**config.mk**
```make
export PLATFORM = sky130hd
export DESIGN_NAME = scoreboard
export DESIGN_NICKNAME = d
export VERILOG_FILES = /design/src/rtl/scoreboard.sv
export SDC_FILE = /design/constraint.sdc
export NUM_CORES = 1
export LEC_CHECK = 0
export BUFFER_PORTS_ARGS = -buffer_cell sky130_fd_sc_hd__buf_4
export CAP_MARGIN = 20
export CORE_ASPECT_RATIO = 0.6
export CORE_MARGIN = 2
export CORE_UTILIZATION = 30
export DETAILED_ROUTE_END_ITERATION = 6
export GPL_TIMING_DRIVEN = 0
export HOLD_SLACK_MARGIN = 0.03
export PLACE_DENSITY = 0.58
export SLEW_MARGIN = 20
export SYNTH_ARGS = -nofsm -noshare
export SYNTH_HDL_FRONTEND = slang
export SYNTH_SLANG_ARGS = --single-unit
export TNS_END_PERCENT = 1
```
**constraint.sdc**
```tcl
create_clock -name clk -period 3.33 [get_ports clk]
set_input_delay 0.1665 -clock clk [delete_from_list [all_inputs] [get_ports clk]]
set_output_delay 0.1665 -clock clk [all_outputs]
set_load 0.02 [all_outputs]
```
**src/rtl/scoreboard.sv**
```systemverilog
// Register scoreboard: tracks in-flight long-latency destinations and
// stalls ID until their writebacks land.
module scoreboard #(
  parameter int NUM_REGS = 32,
  parameter int CNT_W    = 2,
  parameter bit ZERO_REG = 1'b1,
  localparam int AW      = $clog2(NUM_REGS)
) (
  input  logic                clk,
  input  logic                rst,
  input  logic                id_valid,
  input  logic [AW-1:0]       ra_addr_id,
  input  logic                ra_used_id,
  input  logic [AW-1:0]       rb_addr_id,
  input  logic                rb_used_id,
  input  logic [AW-1:0]       rd_addr_id,
  input  logic                rd_long_id,
  input  logic                hold,
  input  logic                flush_id,
  input  logic                wb_valid,
  input  logic [AW-1:0]       wb_rd_addr,
  output logic                stall_id,
  output logic [NUM_REGS-1:0] busy_mask,
  output logic [31:0]         stall_cycles,
  output logic                underflow_err
);

  logic [CNT_W-1:0] cnt_q [NUM_REGS];

  logic ra_ok, rb_ok, rd_ok;
  logic raw_a, raw_b, waw;
  logic issue;
  logic wb_zero;

  assign ra_ok = !(ZERO_REG && ra_addr_id == '0);
  assign rb_ok = !(ZERO_REG && rb_addr_id == '0);
  assign rd_ok = !(ZERO_REG && rd_addr_id == '0);

  assign raw_a = id_valid && ra_used_id && ra_ok &&
                 (cnt_q[ra_addr_id] != '0);
  assign raw_b = id_valid && rb_used_id && rb_ok &&
                 (cnt_q[rb_addr_id] != '0);
  assign waw   = id_valid && rd_long_id && rd_ok &&
                 (cnt_q[rd_addr_id] == '1);

  // Purely from registered counts: a same-cycle WB does not release ID.
  assign stall_id = raw_a || raw_b || waw;

  assign issue = id_valid && rd_long_id && rd_ok &&
                 !stall_id && !hold && !flush_id;

  // Completion with nothing outstanding, unless an issue to the same
  // register cancels it out this cycle.
  assign wb_zero = wb_valid && (cnt_q[wb_rd_addr] == '0) &&
                   !(issue && rd_addr_id == wb_rd_addr);

  always_comb begin
    busy_mask = '0;
    for (int i = 0; i < NUM_REGS; i++)
      busy_mask[i] = (cnt_q[i] != '0);
  end

  always_ff @(posedge clk) begin
    if (rst) begin
      cnt_q <= '{default: '0};
    end else begin
      for (int r = 0; r < NUM_REGS; r++) begin
        logic inc, dec;
        inc = issue && (rd_addr_id == AW'(r));
        dec = wb_valid && (wb_rd_addr == AW'(r));
        if (inc && !dec)
          cnt_q[r] <= cnt_q[r] + CNT_W'(1);
        else if (dec && !inc && cnt_q[r] != '0)
          cnt_q[r] <= cnt_q[r] - CNT_W'(1);
      end
    end
  end

  always_ff @(posedge clk) begin
    if (rst) begin
      stall_cycles  <= '0;
      underflow_err <= 1'b0;
    end else begin
      if (stall_id && stall_cycles != '1)
        stall_cycles <= stall_cycles + 32'd1;
      if (wb_zero)
        underflow_err <= 1'b1;
    end
  end

endmodule
```
==> impl_metrics.csv <==
group,metric,value,unit
outcome,status,"completed",
setup_path,setup.reg_to_reg.worst_slack,0.10,ns
setup_path,worstPathCellList,"nor2_1, inv_1, mux4_2, o2111ai_2, a21oi_2, a211o_4, buf_12, buf_12, or2_2, buf_4",
timing,worst_pin_slew,1.01,ns
pwr,powerDensity,280,nW/um^2
pwr,power.switching,0.000801,W
timing,hold-worst-slack,0.0840,ns
setup_path,path_max_fanout,10,
drt,residual_antenna_violating_net_count_after_detailed_routing,0,
setup_path,crit_path_max_incr_delay,0.49,ns
global_route,globalRouteTotalUtil,23.1,%
pwr,power.share.combinational,15.0,%
clock_tree,cts-hold-fix-buffers,0,
floorplan,die_h,129,um
clock_tree,ctsLongestPathBuffers,2,
setup_path,cpMaxStageDelayCell,"sky130_fd_sc_hd__mux4_2",
place,globalplace.congestion,1.01,
timing,rsz0062_at_grt,"false",
drt,routed_wl,31900,um
drt,vias_per_cell,6.02,
layout,layout-area-overhead-vs-synth,18.1,%
synth,synthFlopType,"sky130_fd_sc_hd__dfxtp_1",
synth,synthesis.area,7870,sq um
setup_path,crit_end,"stall_id",
synth,synthesis_stage_register_bit_count,97,
layout,diodes,0,
global_route,maximum_number_of_pins_on_one_net_before_global_route_repair,19,
setup_path,crit_path_start_kind,"register",
global_route,total_gr_overflow,0,
clock_tree,ctsHtreeMaxLevel,3,
clock_tree,number_of_buffers_created_by_cts,9,
clock_tree,tritoncts,"done",
timing,setup_total_negative_slack,0,ns
global_route,initial_antenna_violation_count,0,
synth,async_flop_share,0,%
synth,synth_edf_count,0,
floorplan,fp.coreArea,25500,sq um
layout,multi_input_comb_area,5410,sq um
timing,timing.slew.headroom,32.0,%
pwr,p_sw_share,30.8,%
setup_path,reg2reg_depth,11,
clock_tree,cts_root_buffer,"sky130_fd_sc_hd__clkbuf_16",
global_route,grt_pass1_vias,7537,
drt,detail_route.iter0.violations,1006,
drt,remaining_drc_errors,0,
clock_tree,clkSlewWorstSetupHoldPaths,0.08,ns
layout,nNetsFinal,1053,
worst_hold_path,hold_class,"in -> reg",
synth,simple_gate_share_of_the_synthesized_area,31.7,%
setup_path,critPathLaunch,"cnt_q[35]$_SDFFE_PP0P_",
synth,syn_inst,924,
setup_path,worstSetupEndpointType,"primary output",
synth,seq_area_frac_synth,24.7,%
clock_tree,cts.sinks,97,
synth,synth_compound_gate_area_share,20.6,%
synth,yosys_warnings,0,
pwr,vdd.ir_drop.worst,0.227,mV
place,hpwl,24800,um
synth,muxShareOfSynthArea,11.6,%
drt,drt_first_pass_iters,5,
setup_path,rr_endpoint,"cnt_q[61]$_SDFFE_PP0P_",
drt,via_count,8307,
layout,layout.area.seq,1940,sq um
setup_path,most_used_cell_cp,"sky130_fd_sc_hd__buf_12",
timing,finalHoldViolCount,0,
pwr,internal_power,0.00180,W
floorplan,floorplan.initialDensity,30.9,%
layout,fraction_of_final_layout_cells_sized_beyond_drive_strength_1,25.3,%
timing,fin_crit,3.25,ns
timing,finalMaxSlewViolations,0,
clock_tree,clkLatencyLatePin,0.36,ns
synth,synthesis.area_per_instance,8.52,sq um
pwr,clockPowerShare,40.1,%
job,timing.max_cap.violations,0,
layout,number_of_inserted_filler_cells_in_the_final_layout,2653,
timing,timing.final.crit_share,97.5,%
worst_hold_path,worst_hold_path.num_cells,3,
synth,combinational_family_with_the_most_area_after_synthesis,"simple AND/OR/NAND/NOR gates",
synth,synth_fa_ha_area_share,0.159,%
floorplan,fp.dieArea,27600,sq um
timing,final_setup_violations,0,
drt,wl_per_cell,23.1,um
synth,syn_nets,954,
pwr,pwr-share-seq,44.8,%
floorplan,fp-row-count,45,
floorplan,floorplan.io_pins,95,
timing,fin_skew,0.0116,ns
place,portBuffers,87,
setup_path,reg2reg_from,"cnt_q[35]$_SDFFE_PP0P_",
pwr,leakagePower,3.01,nW
setup_path,timing.critical_path.required,3.16,ns
global_route,grt_pass1_wl,47400,um
timing,achievable-frequency,308,MHz
floorplan,die_x,213,um
setup_path,critical_path_data_arrival_time,3.08,ns
setup_path,timing.setup.critical_path_class,"reg -> out",
synth,post_synth_xor_area_fraction,4.34,%
synth,synth_cell_types,75,
[metrics by stage]
stage,utilization [%],setup WS [ns],total power [W],std cells,area [sq um]
4_1_cts,36.3,0.0794,0.00262,1379,9250
3_5_place_dp,35.1,0.127,0.00157,1363,8960
3_3_place_gp,35.1,0.0199,0.00157,1363,8960
2_1_floorplan,-,0.580,0.00143,924,7870
5_1_grt,36.4,0.00771,0.00269,1380,9290
6_report,36.4,0.0844,0.00260,1380,9290
[cell usage after synthesis, types with 5 or more instances]
cell,instances,area share (%)
sky130_fd_sc_hd__mux4_2,32,9.2
sky130_fd_sc_hd__a31oi_1,34,2.7
sky130_fd_sc_hd__dfxtp_1,97,25
sky130_fd_sc_hd__nor2_1,65,3.1
sky130_fd_sc_hd__a21oi_2,5,0.56
sky130_fd_sc_hd__o211ai_1,7,0.67
sky130_fd_sc_hd__buf_4,14,1.3
sky130_fd_sc_hd__o31ai_1,12,1.1
sky130_fd_sc_hd__a221oi_1,19,2.1
sky130_fd_sc_hd__nor3_2,10,1.3
sky130_fd_sc_hd__nand2b_1,6,0.48
sky130_fd_sc_hd__xnor2_1,35,3.9
sky130_fd_sc_hd__buf_2,10,0.64
sky130_fd_sc_hd__inv_1,46,2.2
sky130_fd_sc_hd__or3_1,12,0.95
sky130_fd_sc_hd__o21ai_1,7,0.45
sky130_fd_sc_hd__nand3_1,54,3.4
sky130_fd_sc_hd__nor4_2,9,1.4
sky130_fd_sc_hd__or4_1,19,1.8
sky130_fd_sc_hd__nand2_1,82,3.9
sky130_fd_sc_hd__a221oi_2,12,2.3
sky130_fd_sc_hd__o21ai_0,40,2.5
sky130_fd_sc_hd__nor3_1,27,1.7
sky130_fd_sc_hd__mux2i_1,9,1.1
sky130_fd_sc_hd__or2_2,5,0.40
sky130_fd_sc_hd__a21oi_1,37,2.4
sky130_fd_sc_hd__a41oi_1,19,2.1
sky130_fd_sc_hd__or3b_2,16,1.8
sky130_fd_sc_hd__a21o_1,10,0.95
sky130_fd_sc_hd__nand4_1,34,2.7
sky130_fd_sc_hd__clkbuf_1,31,1.5
sky130_fd_sc_hd__nor2b_1,15,1.2
sky130_fd_sc_hd__and3_1,6,0.48
sky130_fd_sc_hd__or3b_1,11,1.2
sky130_fd_sc_hd__nor4_4,11,3.0
[critical path: cells and delay by family (launching register included)]
| kind | cells | cell delay (ns) |
|---|---|---|
| AOI/OAI and AO/OA | 3 | 0.69 |
| muxes | 1 | 0.49 |
| and+or+nand+nor | 2 | 0.58 |
| buffers and inverters | 4 | 0.60 |
| DFF | 1 | 0.36 |
[worst min-delay path by stage]
stage                                    start                            to  slack, ns
floorplan                                  rst  stall_cycles[6]$_SDFFE_PP0P_       0.34
global route                               rst  stall_cycles[8]$_SDFFE_PP0P_       0.09
detailed placement  underflow_err$_SDFFE_PP0P_    underflow_err$_SDFFE_PP0P_       0.46
global placement    underflow_err$_SDFFE_PP0P_    underflow_err$_SDFFE_PP0P_       0.46
CTS                                        rst  stall_cycles[6]$_SDFFE_PP0P_       0.07
finish                                     rst  stall_cycles[6]$_SDFFE_PP0P_       0.08
[cell type report]
| type | count | share of cell area (%) |
|---|---|---|
| sequential | 97 | 20.9 |
| buffer | 63 | 3.92 |
| timing repair buffer | 88 | 7.11 |
| clock buffer | 9 | 2.42 |
| inverter | 48 | 1.97 |
| multi-input combinational | 716 | 58.3 |
| clock inverter | 7 | 0.660 |
| tap | 352 | 4.74 |
[layout by cell type, fill, tap and decap left out, types with 12 or more instances in the layout]
master	instances
sky130_fd_sc_hd__buf_4	102
sky130_fd_sc_hd__dfxtp_1	97
sky130_fd_sc_hd__nand2_1	82
sky130_fd_sc_hd__nor2_1	57
sky130_fd_sc_hd__nand3_1	54
sky130_fd_sc_hd__inv_1	46
sky130_fd_sc_hd__o21ai_0	40
sky130_fd_sc_hd__a21oi_1	37
sky130_fd_sc_hd__xnor2_1	35
sky130_fd_sc_hd__a31oi_1	34
sky130_fd_sc_hd__nand4_1	34
sky130_fd_sc_hd__mux4_2	32
sky130_fd_sc_hd__clkbuf_1	31
sky130_fd_sc_hd__nor3_1	26
sky130_fd_sc_hd__a41oi_1	19
sky130_fd_sc_hd__or4_1	19
sky130_fd_sc_hd__a221oi_1	19
sky130_fd_sc_hd__or3b_2	16
sky130_fd_sc_hd__nor2b_1	15
sky130_fd_sc_hd__or3_1	12
sky130_fd_sc_hd__a221oi_2	12
sky130_fd_sc_hd__o31ai_1	12
[sequential cells by signal (all words and copies together) (netlist names)]
register and flops:
stall_cycles 32, cnt_q 64, underflow_err 1
[power groups by stage]
stage	registers [W]	logic, W	clock network [W]
after global placement	0.00119	0.000376	0
final	0.00117	0.000391	0.00105
after detailed placement	0.00120	0.000377	0
after CTS	0.00117	0.000378	0.00107
after floorplan	0.00120	0.000234	0
after global routing	0.00117	0.000408	0.00111
[kinds of logic after synthesis]
| family | count (synthesis) |
|---|---|
| muxes | 46 |
| xor gates and xnor gates | 39 |
| adders and majority gates | 1 |
| DFF | 97 |
| buffers and inverters | 111 |
| AOI/OAI and AO/OA | 222 |
| and+or+nand+nor | 408 |
[timing repair]
item	in CTS	in global routing
endpoints found under the setup margin	0	35
gates resized for setup	0	10
setup buffers	0	1
[per-layer routing]
metal  GRT usage, %  routed length (um)  vias up
li1               -                   -     3763
met1           34.2               14800     4031
met2           29.7               12000      485
met3           11.0                4800       28
met4           4.11                 342        0
met5              0                   0        -
No activity file was read; power rests on OpenSTA's default activity.
